File: src/rtl/rs_station_param.sv
// Parametrised Tomasulo reservation station: CDB wakeup, dispatch bypass, one issue per cycle.
// Optional macro RS_OLDEST_FIRST_EN selects the oldest ready entry instead of the lowest index.

module rs_station_entry #(
  parameter int DATA_W  = 16,
  parameter int TAG_W   = 3,
  parameter int FUNC_W  = 4,
  parameter int CNT_W   = 2,
  parameter int AGE_MAX = 2
) (
  input  logic              clk1,
  input  logic              rst_n,
  input  logic              flush,
  input  logic              alloc,
  input  logic              clr,
`ifdef RS_OLDEST_FIRST_EN
  input  logic              age_inc,
  output logic [CNT_W-1:0]  age,
`endif
  input  logic [FUNC_W-1:0] wr_func,
  input  logic [TAG_W-1:0]  wr_rob,
  input  logic [DATA_W-1:0] wr_v1,
  input  logic [TAG_W-1:0]  wr_q1,
  input  logic              wr_r1,
  input  logic [DATA_W-1:0] wr_v2,
  input  logic [TAG_W-1:0]  wr_q2,
  input  logic              wr_r2,
  input  logic              cdb_valid,
  input  logic [TAG_W-1:0]  cdb_tag,
  input  logic [DATA_W-1:0] cdb_data,
  output logic              valid,
  output logic [FUNC_W-1:0] func,
  output logic [TAG_W-1:0]  rob,
  output logic [DATA_W-1:0] v1,
  output logic              r1,
  output logic [DATA_W-1:0] v2,
  output logic              r2
);
  logic [TAG_W-1:0] q1, q2;

  always_ff @(posedge clk1 or negedge rst_n) begin
    if (!rst_n) begin
      valid <= 1'b0;
      func  <= '0;
      rob   <= '0;
      v1    <= '0;
      q1    <= '0;
      r1    <= 1'b0;
      v2    <= '0;
      q2    <= '0;
      r2    <= 1'b0;
    end else if (flush) begin
      valid <= 1'b0;
    end else if (alloc) begin
      valid <= 1'b1;
      func  <= wr_func;
      rob   <= wr_rob;
      v1    <= wr_v1;
      q1    <= wr_q1;
      r1    <= wr_r1;
      v2    <= wr_v2;
      q2    <= wr_q2;
      r2    <= wr_r2;
    end else begin
      if (clr) valid <= 1'b0;
      if (valid && !r1 && cdb_valid && q1 == cdb_tag) begin
        v1 <= cdb_data;
        r1 <= 1'b1;
      end
      if (valid && !r2 && cdb_valid && q2 == cdb_tag) begin
        v2 <= cdb_data;
        r2 <= 1'b1;
      end
    end
  end

`ifdef RS_OLDEST_FIRST_EN
  always_ff @(posedge clk1 or negedge rst_n) begin
    if (!rst_n)
      age <= '0;
    else if (alloc && !flush)
      age <= '0;
    else if (age_inc && valid && age != CNT_W'(AGE_MAX))
      age <= age + CNT_W'(1);
  end
`endif
endmodule

module rs_station_param #(
  parameter int ENTRIES = 3,
  parameter int DATA_W  = 16,
  parameter int TAG_W   = 3,
  parameter int FUNC_W  = 4,
  parameter int CNT_W   = $clog2(ENTRIES + 1)
) (
  input  logic              clk1,
  input  logic              rst_n,
  input  logic              flush,
  input  logic              disp_valid,
  output logic              disp_ready,
  input  logic [FUNC_W-1:0] disp_func,
  input  logic [TAG_W-1:0]  disp_rob,
  input  logic [DATA_W-1:0] disp_v1,
  input  logic [DATA_W-1:0] disp_v2,
  input  logic [TAG_W-1:0]  disp_q1,
  input  logic [TAG_W-1:0]  disp_q2,
  input  logic              disp_r1,
  input  logic              disp_r2,
  input  logic              cdb_valid,
  input  logic [TAG_W-1:0]  cdb_tag,
  input  logic [DATA_W-1:0] cdb_data,
  output logic              iss_valid,
  input  logic              iss_ready,
  output logic [FUNC_W-1:0] iss_func,
  output logic [TAG_W-1:0]  iss_rob,
  output logic [DATA_W-1:0] iss_op1,
  output logic [DATA_W-1:0] iss_op2,
  output logic [CNT_W-1:0]  count
);
  localparam int IDX_W = $clog2(ENTRIES);

  typedef struct packed {
    logic [FUNC_W-1:0] func;
    logic [TAG_W-1:0]  rob;
    logic [DATA_W-1:0] v1;
    logic [TAG_W-1:0]  q1;
    logic              r1;
    logic [DATA_W-1:0] v2;
    logic [TAG_W-1:0]  q2;
    logic              r2;
  } disp_req_t;

  logic [ENTRIES-1:0]             e_valid, e_r1, e_r2, rdy, alloc, clr;
  logic [ENTRIES-1:0][FUNC_W-1:0] e_func;
  logic [ENTRIES-1:0][TAG_W-1:0]  e_rob;
  logic [ENTRIES-1:0][DATA_W-1:0] e_v1, e_v2;
  logic [IDX_W-1:0]               free_idx, sel;
  logic                           disp_fire, iss_fire, hit1, hit2;
  disp_req_t                      req;

  assign disp_ready = (count < CNT_W'(ENTRIES));
  assign disp_fire  = disp_valid && disp_ready && !flush;
  assign rdy        = e_valid & e_r1 & e_r2;
  assign iss_valid  = |rdy;
  assign iss_fire   = iss_valid && iss_ready && !flush;

  // A tag broadcast in the dispatch cycle would otherwise be missed by the new entry.
  assign hit1 = !disp_r1 && cdb_valid && disp_q1 == cdb_tag;
  assign hit2 = !disp_r2 && cdb_valid && disp_q2 == cdb_tag;

  always_comb begin
    req      = '0;
    req.func = disp_func;
    req.rob  = disp_rob;
    req.q1   = disp_q1;
    req.q2   = disp_q2;
    req.r1   = disp_r1 | hit1;
    req.r2   = disp_r2 | hit2;
    req.v1   = hit1 ? cdb_data : disp_v1;
    req.v2   = hit2 ? cdb_data : disp_v2;
  end

  always_comb begin
    free_idx = '0;
    for (int i = ENTRIES - 1; i >= 0; i--)
      if (!e_valid[i]) free_idx = IDX_W'(i);
  end

`ifdef RS_OLDEST_FIRST_EN
  logic [ENTRIES-1:0][CNT_W-1:0] e_age;
  logic [CNT_W-1:0]              best_age;
  logic                          found;

  always_comb begin
    sel      = '0;
    best_age = '0;
    found    = 1'b0;
    for (int i = 0; i < ENTRIES; i++)
      if (rdy[i] && (!found || e_age[i] > best_age)) begin
        sel      = IDX_W'(i);
        best_age = e_age[i];
        found    = 1'b1;
      end
  end
`else
  always_comb begin
    sel = '0;
    for (int i = ENTRIES - 1; i >= 0; i--)
      if (rdy[i]) sel = IDX_W'(i);
  end
`endif

  assign iss_func = iss_valid ? e_func[sel] : '0;
  assign iss_rob  = iss_valid ? e_rob[sel]  : '0;
  assign iss_op1  = iss_valid ? e_v1[sel]   : '0;
  assign iss_op2  = iss_valid ? e_v2[sel]   : '0;

  for (genvar g = 0; g < ENTRIES; g++) begin : g_ent
    assign alloc[g] = disp_fire && free_idx == IDX_W'(g);
    assign clr[g]   = iss_fire && sel == IDX_W'(g);

    rs_station_entry #(
      .DATA_W(DATA_W), .TAG_W(TAG_W), .FUNC_W(FUNC_W),
      .CNT_W(CNT_W), .AGE_MAX(ENTRIES - 1)
    ) u_ent (
      .clk1(clk1), .rst_n(rst_n), .flush(flush),
      .alloc(alloc[g]), .clr(clr[g]),
`ifdef RS_OLDEST_FIRST_EN
      .age_inc(disp_fire), .age(e_age[g]),
`endif
      .wr_func(req.func), .wr_rob(req.rob),
      .wr_v1(req.v1), .wr_q1(req.q1), .wr_r1(req.r1),
      .wr_v2(req.v2), .wr_q2(req.q2), .wr_r2(req.r2),
      .cdb_valid(cdb_valid), .cdb_tag(cdb_tag), .cdb_data(cdb_data),
      .valid(e_valid[g]), .func(e_func[g]), .rob(e_rob[g]),
      .v1(e_v1[g]), .r1(e_r1[g]), .v2(e_v2[g]), .r2(e_r2[g])
    );
  end

  always_ff @(posedge clk1 or negedge rst_n) begin
    if (!rst_n)
      count <= '0;
    else if (flush)
      count <= '0;
    else if (disp_fire && !iss_fire)
      count <= count + CNT_W'(1);
    else if (!disp_fire && iss_fire)
      count <= count - CNT_W'(1);
  end
endmodule
File: config.mk
export PLATFORM = sky130hd
export DESIGN_NAME = rs_station_param
export DESIGN_NICKNAME = d
export VERILOG_FILES = /design/src/rtl/rs_station_param.sv
export SDC_FILE = /design/constraint.sdc
export NUM_CORES = 1
export LEC_CHECK = 0
export ABC_AREA = 0
export CORE_ASPECT_RATIO = 0.75
export CORE_UTILIZATION = 49
export CTS_BUF_LIST = sky130_fd_sc_hd__clkbuf_8
export DETAILED_ROUTE_END_ITERATION = 8
export PLACE_DENSITY = 0.74
export SLEW_MARGIN = 25
export SYNTH_ARGS = -nofsm -noshare
export SYNTH_HDL_FRONTEND = slang
export SYNTH_SLANG_ARGS = --single-unit
File: constraint.sdc
create_clock -name clk1 -period 5.4 [get_ports clk1]
set_input_delay 0.54 -clock clk1 [delete_from_list [all_inputs] [get_ports clk1]]
set_output_delay 0.54 -clock clk1 [all_outputs]
set_load 0.005 [all_outputs]
==> impl_metrics.env, run 1 <==
export IMPL_cp_max_fo=56
export IMPL_cts_tree="yes"
export IMPL_synthDistinctLibCells=48
export IMPL_met1_length_um=10600
export IMPL_grt_pass1_wl_um=38000
export IMPL_dieWidth_um=147
export IMPL_syn_inst=754
export IMPL_cts_repair_resized=0
export IMPL_cts_setup_buffers=0
export IMPL_final_util_pct=60.7
export IMPL_layout_drive_gt1_share_pct=14.9
export IMPL_cp_arrival_ps=2950
export IMPL_ios=115
export IMPL_htreeDepth=4
export IMPL_numCtsBuffers=17
export IMPL_io_buffers=114
export IMPL_status="finished, final reports clean"
export IMPL_synth_most_common_cell="dfrtp_1"
export IMPL_n_fill_cell=1283
export IMPL_start_util_pct=50.4
export IMPL_ys_seq_elements=146
export IMPL_dpl_hpwl_um=15300
export IMPL_reg2reg_depth=4
export IMPL_overflow=0
export IMPL_power_per_cell_area_nw_per_um2=399
export IMPL_place_gp_congestion=0.913
export IMPL_r2r_start="count[0]$_DFFE_PN0P_"
export IMPL_die_h_um=111
export IMPL_cellLeakagePower_nw=4.00
export IMPL_critPathBufInv=2
export IMPL_grt_start_max_net_pins=107
export IMPL_crit_required_ps=4860
export IMPL_root_buffer="clkbuf_8"
export IMPL_synth_area_um2=7720
export IMPL_ctsHoldBuffers=0
export IMPL_clk_pin_slew_ps=80
export IMPL_period_minus_slack_ps=3490
export IMPL_drt_iter0_markers=659
export IMPL_vias=6776
export IMPL_nets=904
export IMPL_crit_chain="nand3_1, nand2_4, buf_4, a21oi_1, a21oi_1, clkdlybuf4s50_1"
export IMPL_grt_use_total_pct=30.5
export IMPL_syn_to_final_growth_pct=20.5
export IMPL_vias_per_cell=6.45
export IMPL_startpoint_type="flop"
export IMPL_yosys_area_top_type="dfrtp_1"
export IMPL_slowest_stage="nand2_4"
export IMPL_whs_ps=141
export IMPL_peakVddDrop_mv=0.174
export IMPL_post_place_ws_ps=1840
export IMPL_worst_slack_ps=1910
export IMPL_wl_met2_um=10700
export IMPL_drcViolationCount=0
export IMPL_ys_warn_count=0
export IMPL_worstSkewPairLatency_ps=470
export IMPL_worstSetupPathType="flop to primary output"
export IMPL_ff2ff_setup_slack_ps=2500
export IMPL_drv_slew=0
export IMPL_synthTopCellsByArea="dfrtp_1 47%, o221a_2 9.3%, nand2_1 6.0%, a21oi_1 5.1%, mux2i_1 5.1%"
export IMPL_fin_skew_ps=11.4
export IMPL_finalHoldViolCount=0
export IMPL_fin_crit_sh_pct=64.7
export IMPL_cts_sinks=146
export IMPL_slew_headroom_pct=30.0
export IMPL_min_path_type="input pin to async pin"
export IMPL_ys_flop_type="dfrtp_1"
export IMPL_clock_path_buffers=2
export IMPL_synth_commonest_cells="146 x dfrtp_1, 123 x nand2_1, 78 x a21oi_1, 64 x o221a_2, 39 x mux2i_1"
export IMPL_slowest_delay_ps=560
export IMPL_antenna_found_initial=0
export IMPL_synthArstFlopShare_pct=100
export IMPL_avgRoutedWirePerCell_um=22.9
export IMPL_insertedDiodeCount=0
export IMPL_grt_pass1_vias=6746
export IMPL_r2r_end="g_ent[2].u_ent.v1[10]$_DFFE_PN0P_"
export IMPL_routed_wl_met3_um=2340
export IMPL_worstMarginPinSlew_ps=1050
export IMPL_critPathCaptureType="primary output"
export IMPL_syn_area_per_cell_um2=10.2
export IMPL_power_total_mw=3.72
export IMPL_synth_top_area_share_pct=47.3
export IMPL_core_area_um2=15300
export IMPL_path_delay_family="buffers and inverters"
export IMPL_fin_tns_setup_ps=0
export IMPL_wl_um=24000
export IMPL_drt_antenna_violating_nets=0
export IMPL_maxCapViolations=0
export IMPL_finalSetupViolCount=0
export IMPL_drt_pass1_iter_count=5
export IMPL_synth_edf_count=0
export IMPL_rows=39
export IMPL_cp_common_cell="a21oi_1"
export IMPL_rsz0062_at_grt="no"
export IMPL_ys_seq_area_share_pct=47.3
export IMPL_synth_nets=826
export IMPL_dieArea_um2=16300
export IMPL_fmax_mhz=286
export IMPL_highest_layer="met4"
-- cells by family after synthesis --
kind of cell	after synthesis	share of synthesized area [%]
AND/OR/NAND/NOR	265	18.5
buffers and inverters	76	4.62
AO/OA/AOI/OAI	200	20.9
XOR/XNOR	26	2.95
multiplexers	41	5.64
flip-flops	146	47.3
-- how the worst max path moves through the flow --
stage,start,to,slack [ps],cells after the start
finish,g_ent[1].u_ent.valid$_DFFE_PN0P_,iss_op1[6],1910,6
global route,g_ent[1].u_ent.valid$_DFFE_PN0P_,iss_op1[6],1760,6
CTS,g_ent[1].u_ent.valid$_DFFE_PN0P_,iss_op1[6],1600,6
detailed placement,flush,g_ent[2].u_ent.v1[8]$_DFFE_PN0P_,1840,5
global placement,flush,g_ent[2].u_ent.v1[4]$_DFFE_PN0P_,1950,5
floorplan,g_ent[0].u_ent.valid$_DFFE_PN0P_,iss_op2[10],3280,6
-- worst register-to-register path, cell delays in order, from the launching register on --
cell and delay, ps:
dfrtp_1 480, a21boi_1 340, and2_1 810, nand2_1 720, o221a_2 450
-- per-layer routing --
metal | track usage (%) | up-vias
li1 | - | 2968
met3 | 7.49 | 45
met4 | 10.6 | 0
met2 | 45.2 | 406
met1 | 43.7 | 3357
met5 | 0 | -
-- power breakdown --
part,switching [mW],internal (mW),total (mW)
Combinational,0.456,0.629,1.08
Clock,0.421,0.411,0.832
Sequential,0.281,1.52,1.80
Total,1.16,2.56,3.72
-- flip-flops by register name (all words and copies together), names as in the netlist --
signal             count
count                  2
g_ent.u_ent.func      12
g_ent.u_ent.q1         9
g_ent.u_ent.q2         9
g_ent.u_ent.r1         3
g_ent.u_ent.r2         3
g_ent.u_ent.rob        9
g_ent.u_ent.v1        48
g_ent.u_ent.v2        48
g_ent.u_ent.valid      3
-- layout make-up --
| cell class | count | area (µm²) | share of cell area, % |
|---|---|---|---|
| Inverter | 9 | 33.8 | 0.363 |
| Clock inverter | 14 | 123 | 1.32 |
| Clock buffer | 18 | 248 | 2.66 |
| Tap cell | 205 | 256 | 2.76 |
| Multi-Input combinational cell | 532 | 3730 | 40.0 |
| Sequential cell | 146 | 3650 | 39.3 |
| Timing Repair Buffer | 126 | 1270 | 13.6 |
-- stage by stage --
step	instances	instance area, µm²
after global routing	1050	9310
after floorplan	754	7720
after global placement	1016	8880
final	1050	9310
after detailed placement	1018	8930
after CTS	1050	9300
-- layout by cell type (no fill, tap or decap), types with 8 or more instances in the layout --
master,Yosys,layout
and3_1,32,32
nand2_1,123,122
clkbuf_8,0,19
clkdlybuf4s50_1,0,113
o21ai_0,9,9
mux2i_1,39,39
buf_4,5,10
o221a_2,64,64
nand3b_1,32,32
xnor2_1,20,20
clkinv_2,0,8
a21oi_1,78,78
inv_1,9,11
dfrtp_1,146,146
or3_1,34,34
a221o_1,28,28
Note: power is estimated with default switching activity, not from simulation.
==> run 2, diff against run 1 <==
- clock period: 5.4 -> 3.7 ns (I/O delays scaled with it)
==> run 2 against run 1 <==
  * Clock power rose by 72%
  * Highest routed layer unchanged
  * First-iteration DRC count fell by 12%
  * Sequential power rose by 45%
  * The run now ends with negative hold slack left
  * Cell area rose by 1.3%
  * Final cell count rose by 0.86%
  * Power rose by 52%
  * Critical path type unchanged
==> impl_metrics.env, run 2 (same netlist as run 1, synthesis figures left out) <==
export IMPL_status="finished, violations left"
export IMPL_violations="negative hold slack"
export IMPL_path_delay_family="buffers and inverters"
export IMPL_cts_setup_buffers=0
export IMPL_rows=39
export IMPL_finalHoldViolCount=1
export IMPL_cp_max_fo=32
export IMPL_syn_to_final_growth_pct=22.1
export IMPL_drt_antenna_violating_nets=0
export IMPL_cts_sinks=146
export IMPL_power_total_mw=5.64
export IMPL_clk_pin_slew_ps=80
export IMPL_ctsHoldBuffers=0
export IMPL_final_cell_mix="146 x dfrtp_1, 122 x nand2_1, 113 x clkdlybuf4s50_1, 78 x a21oi_1, 64 x o221a_2"
export IMPL_dieArea_um2=16300
export IMPL_clock_path_buffers=2
export IMPL_cellLeakagePower_nw=4.04
export IMPL_fmax_mhz=292
export IMPL_fin_tns_setup_ps=0
export IMPL_ios=115
export IMPL_whs_ps=-8.43
export IMPL_cp_arrival_ps=3050
export IMPL_cts_tree="yes"
export IMPL_vias_per_cell=6.40
export IMPL_avgRoutedWirePerCell_um=22.0
export IMPL_maxCapViolations=0
export IMPL_dp_cells=1027
export IMPL_slew_headroom_pct=33.7
export IMPL_worst_slack_ps=281
export IMPL_worstSetupPathType="flop to primary output"
export IMPL_crit_required_ps=3330
export IMPL_fin_skew_ps=11.7
export IMPL_slowest_stage="nand2_2"
export IMPL_post_place_ws_ps=691
export IMPL_fin_crit_sh_pct=92.4
export IMPL_worstMarginPinSlew_ps=989
export IMPL_io_buffers=114
export IMPL_largestRegisters="g_ent.u_ent.v1 x48, g_ent.u_ent.v2 x48, g_ent.u_ent.func x12"
export IMPL_drcViolationCount=0
export IMPL_placed_area_um2=8980
export IMPL_min_path_type="input pin to async pin"
export IMPL_critPathCaptureType="primary output"
export IMPL_core_area_um2=15300
export IMPL_htreeDepth=4
export IMPL_mostFrequentLayoutCell="dfrtp_1"
export IMPL_numCtsBuffers=17
export IMPL_insertedDiodeCount=0
export IMPL_peakVddDrop_mv=0.302
export IMPL_cts_repair_resized=0
export IMPL_root_buffer="clkbuf_8"
export IMPL_slowest_delay_ps=650
export IMPL_nets=913
export IMPL_dieWidth_um=147
export IMPL_rsz0062_at_grt="no"
export IMPL_vias=6773
export IMPL_layout_drive_gt1_share_pct=16.0
export IMPL_place_gp_congestion=0.879
export IMPL_worstSkewPairLatency_ps=470
export IMPL_period_minus_slack_ps=3420
export IMPL_drv_slew=0
export IMPL_die_h_um=111
export IMPL_power_per_cell_area_nw_per_um2=598
export IMPL_critPathBufInv=2
export IMPL_cp_common_cell="a21oi_1"
export IMPL_drt_pass1_iter_count=5
export IMPL_overflow=0
export IMPL_final_area_um2=9430
export IMPL_grt_use_total_pct=29.7
export IMPL_start_util_pct=50.4
export IMPL_wl_um=23300
export IMPL_stdcell_count=1059
export IMPL_antenna_found_initial=0
export IMPL_dpl_hpwl_um=15400
export IMPL_grt_pass1_vias=6709
export IMPL_startpoint_type="flop"
export IMPL_finalSetupViolCount=0
export IMPL_drt_iter0_markers=581
export IMPL_grt_pass1_wl_um=37300
export IMPL_grt_start_max_net_pins=101
export IMPL_n_fill_cell=1270
export IMPL_crit_chain="nand3_1, nand2_2, buf_4, a21oi_1, a21oi_1, clkdlybuf4s50_1"
run 2: final timing paths:
kind	startpoint	endpoint	slack [ps]	cells after the start
worst max register to register	count[0]$_DFFE_PN0P_	g_ent[2].u_ent.v1[11]$_DFFE_PN0P_	1410	4
worst max-delay path	g_ent[1].u_ent.valid$_DFFE_PN0P_	iss_op1[14]	280	6
min in group clk1	g_ent[1].u_ent.rob[2]$_DFFE_PN0P_	g_ent[1].u_ent.rob[2]$_DFFE_PN0P_	480	2
worst min-delay path	rst_n	count[0]$_DFFE_PN0P_	-8	1
max in group asynchronous	rst_n	g_ent[1].u_ent.v2[9]$_DFFE_PN0P_	2780	2
worst min register to register	g_ent[1].u_ent.rob[2]$_DFFE_PN0P_	g_ent[1].u_ent.rob[2]$_DFFE_PN0P_	480	2
run 2: area by class of cell:
cell class | instances | area [µm²] | share of cell area [%]
Tap cell | 205 | 256 | 2.72
Inverter | 9 | 33.8 | 0.358
Multi-Input combinational cell | 532 | 3720 | 39.5
Timing Repair Buffer | 135 | 1310 | 13.9
Clock buffer | 17 | 234 | 2.48
Sequential cell | 146 | 3650 | 38.8
Clock inverter | 15 | 215 | 2.28
run 2: power breakdown:
part / leakage (nW) / internal [mW] / total [mW] / switching, mW
clock: 0.209 / 0.795 / 1.43 / 0.638
combinational: 2.04 / 0.920 / 1.59 / 0.674
sequential: 1.79 / 2.22 / 2.61 / 0.395
run 2: worst register-to-register path, delay by kind of cell, from the launching register on:
family	cells	cell delay, ps
DFF	1	470
and+or+nand+nor	2	920
AOI/OAI and AO/OA	2	790
run 2: metal layers:
metal | part of all wire (%) | global-route usage, % | vias up | wire [µm]
met5 | 0 | 0 | - | 0
met2 | 43 | 41.9 | 383 | 10000
met1 | 45 | 44.4 | 3366 | 10600
li1 | - | - | 2986 | -
met4 | 2.1 | 11.1 | 0 | 497
met3 | 9.7 | 6.75 | 38 | 2260
run 2: per-stage QoR:
step / utilization [%] / hold WS [ps]
after floorplan: - / 74.4
after global placement: 58.6 / 457
after detailed placement: 58.6 / 461
after CTS: 61.5 / 33.0
after global routing: 61.5 / 54.1
final: 61.5 / -8.43
==> run 3, diff against run 2 <==
- HOLD_SLACK_MARGIN: not set -> 0.05
==> run 3 against run 2 <==
  * The flow now finishes without violations
  * Register-to-register slack about the same
  * Clock power hardly changed
  * Setup slack got worse by 15 ps
  * Sequential power about the same
  * Power about the same
  * Wire length is 0.31% lower
  * Global-route usage is the same
  * Non-clock buffer count up 1
  * Combinational power hardly changed
==> impl_metrics.env, run 3 (same netlist as run 1, synthesis figures left out) <==
export IMPL_status="finished, final reports clean"
export IMPL_min_path_cells=2
export IMPL_startpoint_type="flop"
export IMPL_dp_cells=1027
export IMPL_insertedDiodeCount=0
export IMPL_wl_um=23300
export IMPL_overflow=0
export IMPL_ff2ff_setup_slack_ps=1410
export IMPL_finalSetupViolCount=0
export IMPL_clk_pin_slew_ps=80
export IMPL_crit_required_ps=3330
export IMPL_antenna_found_initial=0
export IMPL_crit_chain="nand3_1, nand2_2, buf_4, a21oi_1, a21oi_1, clkdlybuf4s50_1"
export IMPL_stdcell_count=1060
export IMPL_peakVddDrop_mv=0.303
export IMPL_die_h_um=111
export IMPL_vias_per_cell=6.42
export IMPL_root_buffer="clkbuf_8"
export IMPL_drcViolationCount=0
export IMPL_dpl_hpwl_um=15400
export IMPL_drt_antenna_violating_nets=0
export IMPL_worstSetupPathType="flop to primary output"
export IMPL_cp_common_cell="a21oi_1"
export IMPL_dieWidth_um=147
export IMPL_n_fill_cell=1269
export IMPL_whs_ps=478
export IMPL_grt_pass1_vias=6709
export IMPL_fin_skew_ps=10.1
export IMPL_min_path_type="flop to flop"
export IMPL_maxCapViolations=0
export IMPL_share_comb_of_total_power_pct=28.3
export IMPL_final_area_um2=9440
export IMPL_cp_arrival_ps=3060
export IMPL_worstSkewPairLatency_ps=470
export IMPL_place_gp_congestion=0.879
export IMPL_mostFrequentLayoutCell="dfrtp_1"
export IMPL_grt_use_total_pct=29.7
export IMPL_htreeDepth=4
export IMPL_final_cell_mix="146 x dfrtp_1, 122 x nand2_1, 113 x clkdlybuf4s50_1, 78 x a21oi_1, 64 x o221a_2"
export IMPL_power_frac_seq_pct=46.3
export IMPL_slowest_delay_ps=640
export IMPL_cts_tree="yes"
export IMPL_cts_setup_buffers=0
export IMPL_layout_drive_gt1_share_pct=16.0
export IMPL_avgRoutedWirePerCell_um=21.9
export IMPL_cellLeakagePower_nw=4.05
export IMPL_r2r_end="g_ent[2].u_ent.v1[11]$_DFFE_PN0P_"
export IMPL_fin_crit_sh_pct=92.8
export IMPL_cts_sinks=146
export IMPL_core_area_um2=15300
export IMPL_fmax_mhz=291
export IMPL_min_to="g_ent[0].u_ent.func[1]$_DFFE_PN0P_"
export IMPL_period_minus_slack_ps=3430
export IMPL_vias=6809
export IMPL_cp_max_fo=32
export IMPL_rsz0062_at_grt="no"
export IMPL_drv_slew=0
export IMPL_drt_pass1_iter_count=5
export IMPL_numCtsBuffers=17
export IMPL_p_int_mw=3.93
export IMPL_power_per_cell_area_nw_per_um2=597
export IMPL_grt_pass1_wl_um=37300
export IMPL_largestRegisters="g_ent.u_ent.v1 x48, g_ent.u_ent.v2 x48, g_ent.u_ent.func x12"
export IMPL_ios=115
export IMPL_io_buffers=114
export IMPL_slowest_stage="nand2_2"
export IMPL_placed_area_um2=8980
export IMPL_drt_iter0_markers=610
export IMPL_dieArea_um2=16300
export IMPL_start_util_pct=50.4
export IMPL_r2r_start="count[0]$_DFFE_PN0P_"
export IMPL_grt_start_max_net_pins=101
export IMPL_netSwitchingFraction_pct=30.3
export IMPL_critPathCaptureType="primary output"
export IMPL_power_switching_mw=1.71
export IMPL_clock_path_buffers=2
export IMPL_post_place_ws_ps=691
export IMPL_reg2reg_depth=4
export IMPL_syn_to_final_growth_pct=22.2
export IMPL_clkPwrFrac_pct=25.4
export IMPL_slew_headroom_pct=33.3
export IMPL_fin_tns_setup_ps=0
export IMPL_rows=39
export IMPL_worstMarginPinSlew_ps=995
export IMPL_hold_start="g_ent[0].u_ent.func[1]$_DFFE_PN0P_"
export IMPL_finalHoldViolCount=0
export IMPL_worst_slack_ps=266
export IMPL_nets=914
==> run 3: what timing repair did <==
| action | in CTS | in global routing |
|---|---|---|
| hold endpoints to repair | 29 | 0 |
| hold buffers | 1 | 0 |
| resized for setup | 0 | 0 |
| setup endpoints to repair | 0 | 0 |
==> run 3: routing by layer <==
metal | share of wire (%) | vias to the layer above | GRT usage, %
met3 | 9.4 | 40 | 6.75
li1 | - | 2988 | -
met4 | 2.1 | 0 | 11.1
met1 | 46 | 3394 | 44.4
met2 | 43 | 387 | 41.9
met5 | 0 | - | 0
==> run 3: worst max-delay path: cells and delay by family (launching register included) <==
family	cells	cell delay, ps
simple gates	2	860
flops	1	490
buf+inv	2	950
compound gates	2	260
==> run 3: worst max path at each step <==
stage | startpoint | to | slack [ps]
after detailed placement | cdb_tag[1] | g_ent[1].u_ent.v1[13]$_DFFE_PN0P_ | 690
after floorplan | g_ent[0].u_ent.valid$_DFFE_PN0P_ | iss_op2[10] | 1750
after CTS | g_ent[1].u_ent.valid$_DFFE_PN0P_ | iss_op1[15] | 330
after global routing | g_ent[1].u_ent.valid$_DFFE_PN0P_ | iss_op2[13] | 80
after global placement | cdb_tag[0] | g_ent[1].u_ent.v1[13]$_DFFE_PN0P_ | 780
final | g_ent[1].u_ent.valid$_DFFE_PN0P_ | iss_op1[14] | 270
==> run 3: final cells by class <==
type / instances / area, µm² / area share [%]
multi-input combinational: 532 / 3720 / 39.4
sequential: 146 / 3650 / 38.7
timing repair buffer: 136 / 1320 / 14.0
tap: 205 / 256 / 2.72
clock buffer: 17 / 234 / 2.48
clock inverter: 15 / 215 / 2.28
inverter: 9 / 33.8 / 0.358
==> run 3: power by group through the flow <==
stage / Clock [mW] / Sequential, mW / Combinational (mW)
after floorplan: 0 / 2.49 / 1.11
after global placement: 0 / 2.58 / 1.51
after detailed placement: 0 / 2.61 / 1.58
after CTS: 1.44 / 2.60 / 1.59
after global routing: 1.53 / 2.68 / 1.74
final: 1.43 / 2.61 / 1.59
==> run 3: through the flow <==
stage                     util (%)  power, mW
after floorplan                  -       3.60
after global placement        58.6       4.10
after detailed placement      58.6       4.19
after CTS                     61.6       5.63
after global routing          61.6       5.95
final                         61.6       5.64
